[config.mk]
export PLATFORM = sky130hd
export DESIGN_NAME = seg7_reader
export DESIGN_NICKNAME = d
export VERILOG_FILES = /design/src/rtl/seg7_reader.sv
export SDC_FILE = /design/constraint.sdc
export NUM_CORES = 1
export LEC_CHECK = 0
export CORE_MARGIN = 1
export CORE_UTILIZATION = 35
export CTS_CLUSTER_SIZE = 20
export DETAILED_ROUTE_END_ITERATION = 6
export DONT_BUFFER_PORTS = 1
export PLACE_DENSITY = 0.57
export SLEW_MARGIN = 5
export SYNTH_ARGS = -nofsm -noshare
export SYNTH_HDL_FRONTEND = slang
export SYNTH_SLANG_ARGS = --single-unit
export TNS_END_PERCENT = 10
[constraint.sdc]
create_clock -name CK -period 2.6 [get_ports CK]
set_input_delay 0.78 -clock CK [delete_from_list [all_inputs] [get_ports CK]]
set_output_delay 0.78 -clock CK [all_outputs]
set_load 0.01 [all_outputs]
[src/rtl/seg7_reader.sv]
// seg7_reader
//   Monitors a two-digit, active-low, common-anode seven-segment bus and
//   recovers the number shown. Each pattern must be stable for STABLE_CYCLES
//   clock edges before it is accepted. Accepted patterns are decoded to BCD and
//   binary, and illegal glyphs and non-sequential count steps are flagged.
//
// Ports
//   CK       in   clock, rising edge
//   RS       in   asynchronous reset, active low
//   HEX0     in   [7:0] units segments, bit7 = dp, bits6..0 = g..a
//   HEX1     in   [7:0] tens segments, same encoding
//   BCD0     out  [3:0] accepted units digit
//   BCD1     out  [3:0] accepted tens digit
//   VAL      out  [6:0] accepted value, BCD1*10 + BCD0
//   VALID    out  one-cycle pulse on acceptance of a new legal value
//   ERR      out  one-cycle pulse on acceptance of an illegal pattern
//   SEQ_ERR  out  one-cycle pulse with VALID when VAL is not the expected successor
module seg7_reader #(
    parameter int unsigned STABLE_CYCLES = 4,
    parameter int unsigned MAX_VAL       = 99
) (
    input  logic       CK,
    input  logic       RS,
    input  logic [7:0] HEX0,
    input  logic [7:0] HEX1,
    output logic [3:0] BCD0,
    output logic [3:0] BCD1,
    output logic [6:0] VAL,
    output logic       VALID,
    output logic       ERR,
    output logic       SEQ_ERR
);

    localparam logic [7:0] SC   = 8'(STABLE_CYCLES);
    localparam logic [6:0] VMAX = 7'(MAX_VAL);

    typedef enum logic {SETTLE, HOLD} state_t;

    state_t      state;
    logic [13:0] samp;       // dp bits are masked, so only g..a of each digit is held
    logic [7:0]  cnt;
    logic [13:0] last_pat;
    logic        last_ok;
    logic        have_prev;

    logic [13:0] cur;
    logic        same;
    logic        fresh;
    logic [4:0]  d0;
    logic [4:0]  d1;
    logic        legal;
    logic [6:0]  newval;
    logic [6:0]  expval;

    // Returns {legal, digit}. A blank is legal only where blank_zero is set.
    function automatic logic [4:0] dec(input logic [6:0] g, input logic blank_zero);
        logic [4:0] r;
        case (g)
            7'h40:   r = {1'b1, 4'd0};
            7'h79:   r = {1'b1, 4'd1};
            7'h24:   r = {1'b1, 4'd2};
            7'h30:   r = {1'b1, 4'd3};
            7'h19:   r = {1'b1, 4'd4};
            7'h12:   r = {1'b1, 4'd5};
            7'h02:   r = {1'b1, 4'd6};
            7'h78:   r = {1'b1, 4'd7};
            7'h00:   r = {1'b1, 4'd8};
            7'h10:   r = {1'b1, 4'd9};
            7'h7F:   r = {blank_zero, 4'd0};
            default: r = {1'b0, 4'd0};
        endcase
        return r;
    endfunction

    always_comb begin
        cur    = {HEX1[6:0], HEX0[6:0]};
        same   = (cur == samp);
        fresh  = !last_ok || (cur != last_pat);
        d0     = dec(HEX0[6:0], 1'b0);
        d1     = dec(HEX1[6:0], 1'b1);
        legal  = d0[4] & d1[4];
        newval = 7'(d1[3:0]) * 7'd10 + 7'(d0[3:0]);
        expval = (VAL == VMAX) ? '0 : VAL + 7'd1;
    end

    always_ff @(posedge CK or negedge RS) begin
        if (!RS) begin
            state     <= SETTLE;
            samp      <= '1;
            cnt       <= '0;
            last_pat  <= '1;
            last_ok   <= 1'b0;
            have_prev <= 1'b0;
            BCD0      <= '0;
            BCD1      <= '0;
            VAL       <= '0;
            VALID     <= 1'b0;
            ERR       <= 1'b0;
            SEQ_ERR   <= 1'b0;
        end else begin
            VALID   <= 1'b0;
            ERR     <= 1'b0;
            SEQ_ERR <= 1'b0;
            if (!same) begin
                samp  <= cur;
                cnt   <= '0;
                state <= SETTLE;
            end else if (state == SETTLE) begin
                cnt <= cnt + 8'd1;
                // The edge that reaches STABLE_CYCLES is the single acceptance point
                // of this stable period; afterwards HOLD blocks further counting.
                if (cnt == SC - 8'd1) begin
                    state <= HOLD;
                    if (fresh) begin
                        last_pat <= cur;
                        last_ok  <= 1'b1;
                        if (legal) begin
                            BCD0      <= d0[3:0];
                            BCD1      <= d1[3:0];
                            VAL       <= newval;
                            VALID     <= 1'b1;
                            SEQ_ERR   <= have_prev && (newval != expval);
                            have_prev <= 1'b1;
                        end else begin
                            ERR       <= 1'b1;
                            have_prev <= 1'b0;
                        end
                    end
                end
            end
        end
    end

endmodule

==> results of run 1 <==
==> how the worst max path moves through the flow <==
stage	start	end	slack, ns	cells past startpoint
2_1_floorplan	HEX1[3]	SEQ_ERR	-0.62	12
3_3_place_gp	HEX0[3]	SEQ_ERR	-0.59	14
3_5_place_dp	HEX0[3]	SEQ_ERR	-0.66	14
4_1_cts	HEX0[4]	SEQ_ERR	-0.18	13
5_1_grt	HEX0[4]	SEQ_ERR	-0.34	13
6_report	HEX0[4]	SEQ_ERR	-0.20	12
==> metal layers <==
layer	GRT usage	vias up	routed length, um
li1	-	1068	-
met1	0.1785	1083	3165
met2	0.2441	29	3159
met3	0.03233	5	174
met4	0.03394	0	66
met5	0	-	0
==> registers in the layout, indices dropped and copies added (netlist names) <==
signal,count
ERR,1
VALID,1
VAL,6
state,1
have_prev,1
SEQ_ERR,1
BCD0,4
samp,14
cnt,8
last_ok,1
last_pat,14
BCD1,4
==> final cells by class <==
type,count,share of cell area
clock buffer,7,0.02568
clock inverter,1,0.001317
inverter,10,0.009878
multi-input combinational,206,0.4748
sequential,56,0.3780
tap,111,0.03655
timing repair buffer,34,0.07376
==> report_power, final <==
part / internal, mW / total [mW] / leakage, nW / switching [mW]
registers: 0.892 / 0.896 / 0.662 / 0.00461
clock network: 0.248 / 0.532 / 0.0534 / 0.284
logic: 0.0585 / 0.106 / 0.829 / 0.0479
==> timing repair <==
action	in CTS	in global routing
setup buffers	1	3
hold buffers	0	0
pin swaps	8	6
endpoints found under the setup margin	1	3
resized for setup	7	6
==> logic make-up (layout without fill, tap and decap cells) <==
family	after synthesis	after routing	synth area share
adder cells (fa/ha/maj)	10	10	0.04219
XOR/XNOR	51	51	0.1386
multiplexers	31	31	0.1100
buffers and inverters	43	52	0.06327
AND/OR/NAND/NOR	87	87	0.1574
AO/OA/AOI/OAI	27	27	0.05613
flip-flops	56	56	0.4324
==> cell usage after synthesis (2+ instances only) <==
master	n
dfrtp_1	28
dfstp_2	28
xnor2_1	25
xor2_1	25
mux2_2	19
clkbuf_1	18
nor2_1	18
nand4_1	12
inv_1	10
nor3_1	9
ha_1	8
nand2_1	8
nand3_1	8
mux2_4	6
o21ai_0	6
buf_1	5
buf_6	5
mux2i_1	5
a21oi_1	4
and3_1	3
and3b_1	3
buf_2	3
nor2b_1	3
nor4_1	3
nor4_2	3
o31ai_1	3
and4_1	2
buf_4	2
fa_1	2
nand2b_1	2
nor4b_1	2
o22ai_1	2
o311ai_0	2
or2b_1	2
or3_1	2
==> impl_results.md, run 1 <==
- Outcome: complete, but fails checks
- Violated checks: negative setup slack
- Layout net count: approximately 340
- Crit-path slowest cell: o311a_1
- CP top delay family: compound AO/OA/AOI/OAI gates
- CP Capture Type: register
- Dpl cell area: ~3600 um^2
- Total placed cells including tap cells: ~410
- Hold Crit Class: in2async
- Sequential Area: around 1400 um^2
- EDFF count, synth: 0
- Fin area: about 3800 um^2
- Starting Density: 0.3612
- Post-synth top flop: dfstp_2
- Synth top area share: 0.2215
- Synth unique cells: 54
- Clk_lat worst skew: between 0.3 and 0.4 ns
- Max Cap Viol: 0
- Leakage: approximately 1.5 nW
- Pin count of the biggest net entering global routing: between 50 and 60
- Drt drc: 0
- Synthesized area per cell: roughly 11 um^2
- TNS Setup: -0.2027 ns
- Element type at the critical path start: primary input
- Worst slew pin tran: 0.4690 ns
- Top Ports: 36
- Final Skew: 0.01380 ns
- CTS tree: yes
- First-pass GRT wire length: about 11000 um
- Vias after detailed routing: about 2200
- Pwr Total: between 1.5 and 2 mW
- Most common cell after layout, fill and taps aside: buf_4
- Synth Cell Area: approximately 3300 um^2
- Total global-route track usage: 0.1411
- Final Setup Violations: 1
- Largest cells by area after synthesis: dfstp_2 (22%), dfrtp_1 (21%), xnor2_1 (6.6%)
- #FFs+latches synth: 56
- VDD IR max: around 0.21 mV
- DR vias/cell: about 5.1
- DRT Pass-1 Iters: 6
- Setup ws final: -0.2027 ns
- Post-DP HPWL: about 4700 um
- Warnings, synthesis: 0
- H-tree levels: 2
- Slew Viols, Final: 0
- DRT iter0 DRCs: between 40 and 50
- Final wirelength: between 6000 and 7000 um
- Relative slew slack: 0.6845
- Avg WL per Cell: 15.45 um
- Crit-path max cell delay: between 0.3 and 0.4 ns
- Pwr/cell area: between 400 and 500 nW/um^2
- Fillcell total: a little under 900
- Place WS: -0.6646 ns
- Multi-input gate area: 1804 um^2
- Syn_nets: approximately 330
- Crit path DAT: roughly 3 ns
- Antenna viol nets, final: 0
- Seq/Total Area, Yosys: 0.4324
- Util after Layout: 0.4132
- Worst R2R Path Depth: 8
- Clk sink count: 56
- Clock input transition at the sequential cells of the worst setup and hold paths: 0.10 ns
- Tmin final: about 2.8 ns
- Die X: between 90 and 100 um
- Area growth, synth to finish: 14.39%
- GR Overflow Total: 0
- R2R setup slack: 0.19 ns
- CP Class: in2reg
- Cts bufs inserted: 5
- Post-Syn Instances: 305
- Highest-count cells in the layout ignoring fill and taps: buf_4 (32), dfrtp_1 (28), dfstp_2 (28)
- Core area: about 9200 um^2
- Height of the die: around 100 um
- Die Area: 9885 um^2
- Port Buffers: 0
- Fmax: approximately 360 MHz
- Critical Path Fanout Max: 9
- CP bufs+invs: 2
- Post-Layout Cell Count: 425
- Clock buffer depth: 2
- RSZ-0062 raised after global routing: yes
- # diodes: 0
- Leading area contributor after synthesis: dfstp_2
- Row count: 35
- Critical Path RT: around 2.8 ns
- Crit-path cells: or2b_1 > o22ai_2 > nand3b_1 > a21oi_2 > ha_2 > inv_2 > fa_2 > buf_4 > xor2_2 > xnor3_1 > nand3_1 > o311a_1
- Fin. Hold Viols: 0
- Async SR Flop Fraction: 1.000
- Layout cells sized above 1: 0.3917
- FF-to-FF Start: samp[7]
- Routability cong.: around 0.80
- Crit share post-route: 1.078
- Root buf cell: clkbuf_8
- Number of global-route vias before repair: ~2100
- Initial antenna violation count: 0
- Worst reg2reg endpoint: last_pat[3]
- WHS: about 0.15 ns
Note: power is estimated with default switching activity, not from simulation.
==> run 2: changes to the inputs <==
- SETUP_SLACK_MARGIN: default -> 0.4
==> impl_results.md, run 2 (same netlist as run 1, synthesis figures left out) <==
- RSZ-0062 raised after global routing: yes
- Switch Pwr: 0.3430 mW (+1.9%)
- Fin. Hold Viols: 0 (unchanged)
- Layout net count: 342 (+0.29%)
- Setup ws final: -0.1977 ns (+0.005005 ns)
- CP Capture Type: register
- Post-Layout Cell Count: 426 (+0.24%)
- Most common cell after layout, fill and taps aside: buf_4
- Cts bufs inserted: 5 (unchanged)
- DR vias/cell: 5.115 (-0.51%)
- Violated checks: negative setup slack
- CTS tree: yes
- GR Overflow Total: 0 (unchanged)
- Critical Path RT: 2.81 ns (about the same)
- Clock buffer depth: 2 (unchanged)
- Final Skew: 0.01401 ns (+0.0002058 ns)
- Die Area: 9885 um^2 (unchanged)
- Crit share post-route: 1.076 (-0.001925)
- Area growth, synth to finish: 18.38%
- Worst slew pin tran: 0.4688 ns (-0.0001649 ns)
- H-tree levels: 2 (unchanged)
- Port Buffers: 0 (unchanged)
- Net Sw Frac: 0.2222 (+0.002852)
- DRT Pass-1 Iters: 4 (-2)
- Worst reg2reg endpoint: VAL[4]
- Comb pwr share: 0.072 (+0.003)
- Antenna viol nets, final: 0 (unchanged)
- Pwr/cell area: 392.5 nW/um^2 (-2.8%)
- Clock input transition at the sequential cells of the worst setup and hold paths: 0.10 ns (about the same)
- Vias after detailed routing: 2179 (-0.27%)
- DRT iter0 DRCs: 71 (+45%)
- Top Ports: 36 (unchanged)
- Tmin final: 2.798 ns (-0.005005 ns)
- Die X: 99.43 um (unchanged)
- Height of the die: 99.43 um (unchanged)
- Worst setup endpoint: SEQ_ERR
- Total placed cells including tap cells: 413 (unchanged)
- Avg WL per Cell: 15.88 um (+2.8%)
- Hold Crit Class: in2async
- Worst R2R Path Depth: 7 (-1)
- Initial antenna violation count: 0 (unchanged)
- Final Setup Violations: 1 (unchanged)
- Place WS: -0.6646 ns (unchanged)
- # diodes: 0 (unchanged)
- Final wirelength: 6766 um (+3.0%)
- Layout cells sized above 1: 0.4095 (+0.01780)
- Slew Viols, Final: 0 (unchanged)
- Row count: 35 (unchanged)
- Max Cap Viol: 0 (unchanged)
- Clock share of power: 0.347 (about the same)
- Routability cong.: 0.7978 (unchanged)
- Total global-route track usage: 0.1437 (+0.002590)
- Number of global-route vias before repair: 2184 (+1.8%)
- Element type at the critical path start: primary input
- Outcome: complete, but fails checks
- Pin count of the biggest net entering global routing: 57 (unchanged)
- Crit path DAT: 3.01 ns (about the same)
- CP Class: in2reg
- Post-DP HPWL: 4680 um (unchanged)
- Clk sink count: 56 (unchanged)
- First-pass GRT wire length: 11050 um (+1.8%)
- Crit path launch: HEX0[4]
- R2R setup slack: 0.19 ns (about the same)
- P_int: 1.201 mW (+0.19%)
- Leakage: 1.591 nW (+3.0%)
- Root buf cell: clkbuf_8
- FF-to-FF Start: samp[8]
- Clk_lat worst skew: 0.31 ns (about the same)
- Starting Density: 0.3612 (unchanged)
- Critical Path Fanout Max: 9 (unchanged)
- Drt drc: 0 (unchanged)
- Largest registers: last_pat x14, samp x14, cnt x8
- Core area: 9196 um^2 (unchanged)
- VDD IR max: 0.2149 mV (+2.1%)
- Highest-count cells in the layout ignoring fill and taps: buf_4 (30), dfrtp_1 (28), dfstp_2 (28)
- Relative slew slack: 0.6846 (about the same)
- Fmax: 357.4 MHz (+0.18%)
- Sequential power share: 0.581 (-0.003)
==> run 2: changes by cell type in the layout (fill, tap and decap cells not counted), sizes merged <==
cell,before,now
buf,34,35
==> run 2: power by group through the flow <==
stage	Clock [mW]	Sequential, mW	Combinational, mW
finish	0.536	0.897	0.111
global route	0.589	0.898	0.120
CTS	0.562	0.897	0.106
detailed placement	0	0.912	0.0988
global placement	0	0.911	0.0982
floorplan	0	0.911	0.117
==> run 2: cell type report <==
| cell class | instances | area, um^2 |
|---|---|---|
| Inverter | 10 | 37.54 |
| Fill cell | 868 | 5264 |
| Sequential cell | 56 | 1436 |
| Multi-Input combinational cell | 206 | 1914 |
| Tap cell | 111 | 138.9 |
| Clock buffer | 7 | 97.59 |
| Timing Repair Buffer | 35 | 302.8 |
| Clock inverter | 1 | 5.005 |
==> run 2: per-stage QoR <==
step / util / power (mW) / instance area [um^2] / hold WS (ns) / TNS, ns
after floorplan: - / 1.027 / 3423 / 0.4539 / -8.103
after global placement: 0.3922 / 1.010 / 3607 / 0.4864 / -4.512
after CTS: 0.4214 / 1.564 / 3875 / 0.1330 / -0.1835
after global routing: 0.4276 / 1.608 / 3933 / 0.1238 / -0.3653
final: 0.4276 / 1.544 / 3933 / 0.1472 / -0.1977
after detailed placement: 0.3922 / 1.011 / 3607 / 0.4864 / -5.209
==> run 2: worst min path at each step <==
| stage | from | slack (ns) | cells after the start | to |
|---|---|---|---|---|
| after CTS | RS | 0.13 | 0 | BCD0[1] |
| after global routing | RS | 0.12 | 0 | BCD0[1] |
| after floorplan | last_ok | 0.45 | 1 | last_ok |
| after detailed placement | RS | 0.49 | 0 | BCD1[2] |
| after global placement | RS | 0.49 | 0 | BCD1[2] |
| final | RS | 0.15 | 0 | BCD1[2] |
==> run 2: critical path, cell delays in order <==
cell and delay [ns]:
or2b_1 0.24, o22ai_2 0.14, nand3b_1 0.10, a21oi_2 0.20
ha_2 0.22, inv_2 0.04, fa_2 0.37, buf_6 0.14
xor2_4 0.15, xnor3_1 0.19, nand3_1 0.08, o311a_1 0.35
==> run 2: repair_timing <==
item	4_1_cts	5_1_grt
buffers inserted	3	2
pin swaps	22	20
hold buffers	0	0
endpoints found under the setup margin	29	29
resized for setup	32	8
==> run 2: routing by layer <==
metal | vias to the layer above | global-route usage | share of wire
met5 | - | 0 | 0
met4 | 0 | 0.03733 | 0.011
met3 | 6 | 0.03233 | 0.023
met2 | 28 | 0.2473 | 0.48
met1 | 1079 | 0.1822 | 0.49
li1 | 1066 | - | -
==> run 3: changes to the inputs <==
- ABC_AREA: default -> 0
==> results of run 3 <==
No change in the layout: final DEF, timing and power equal those of run 2.
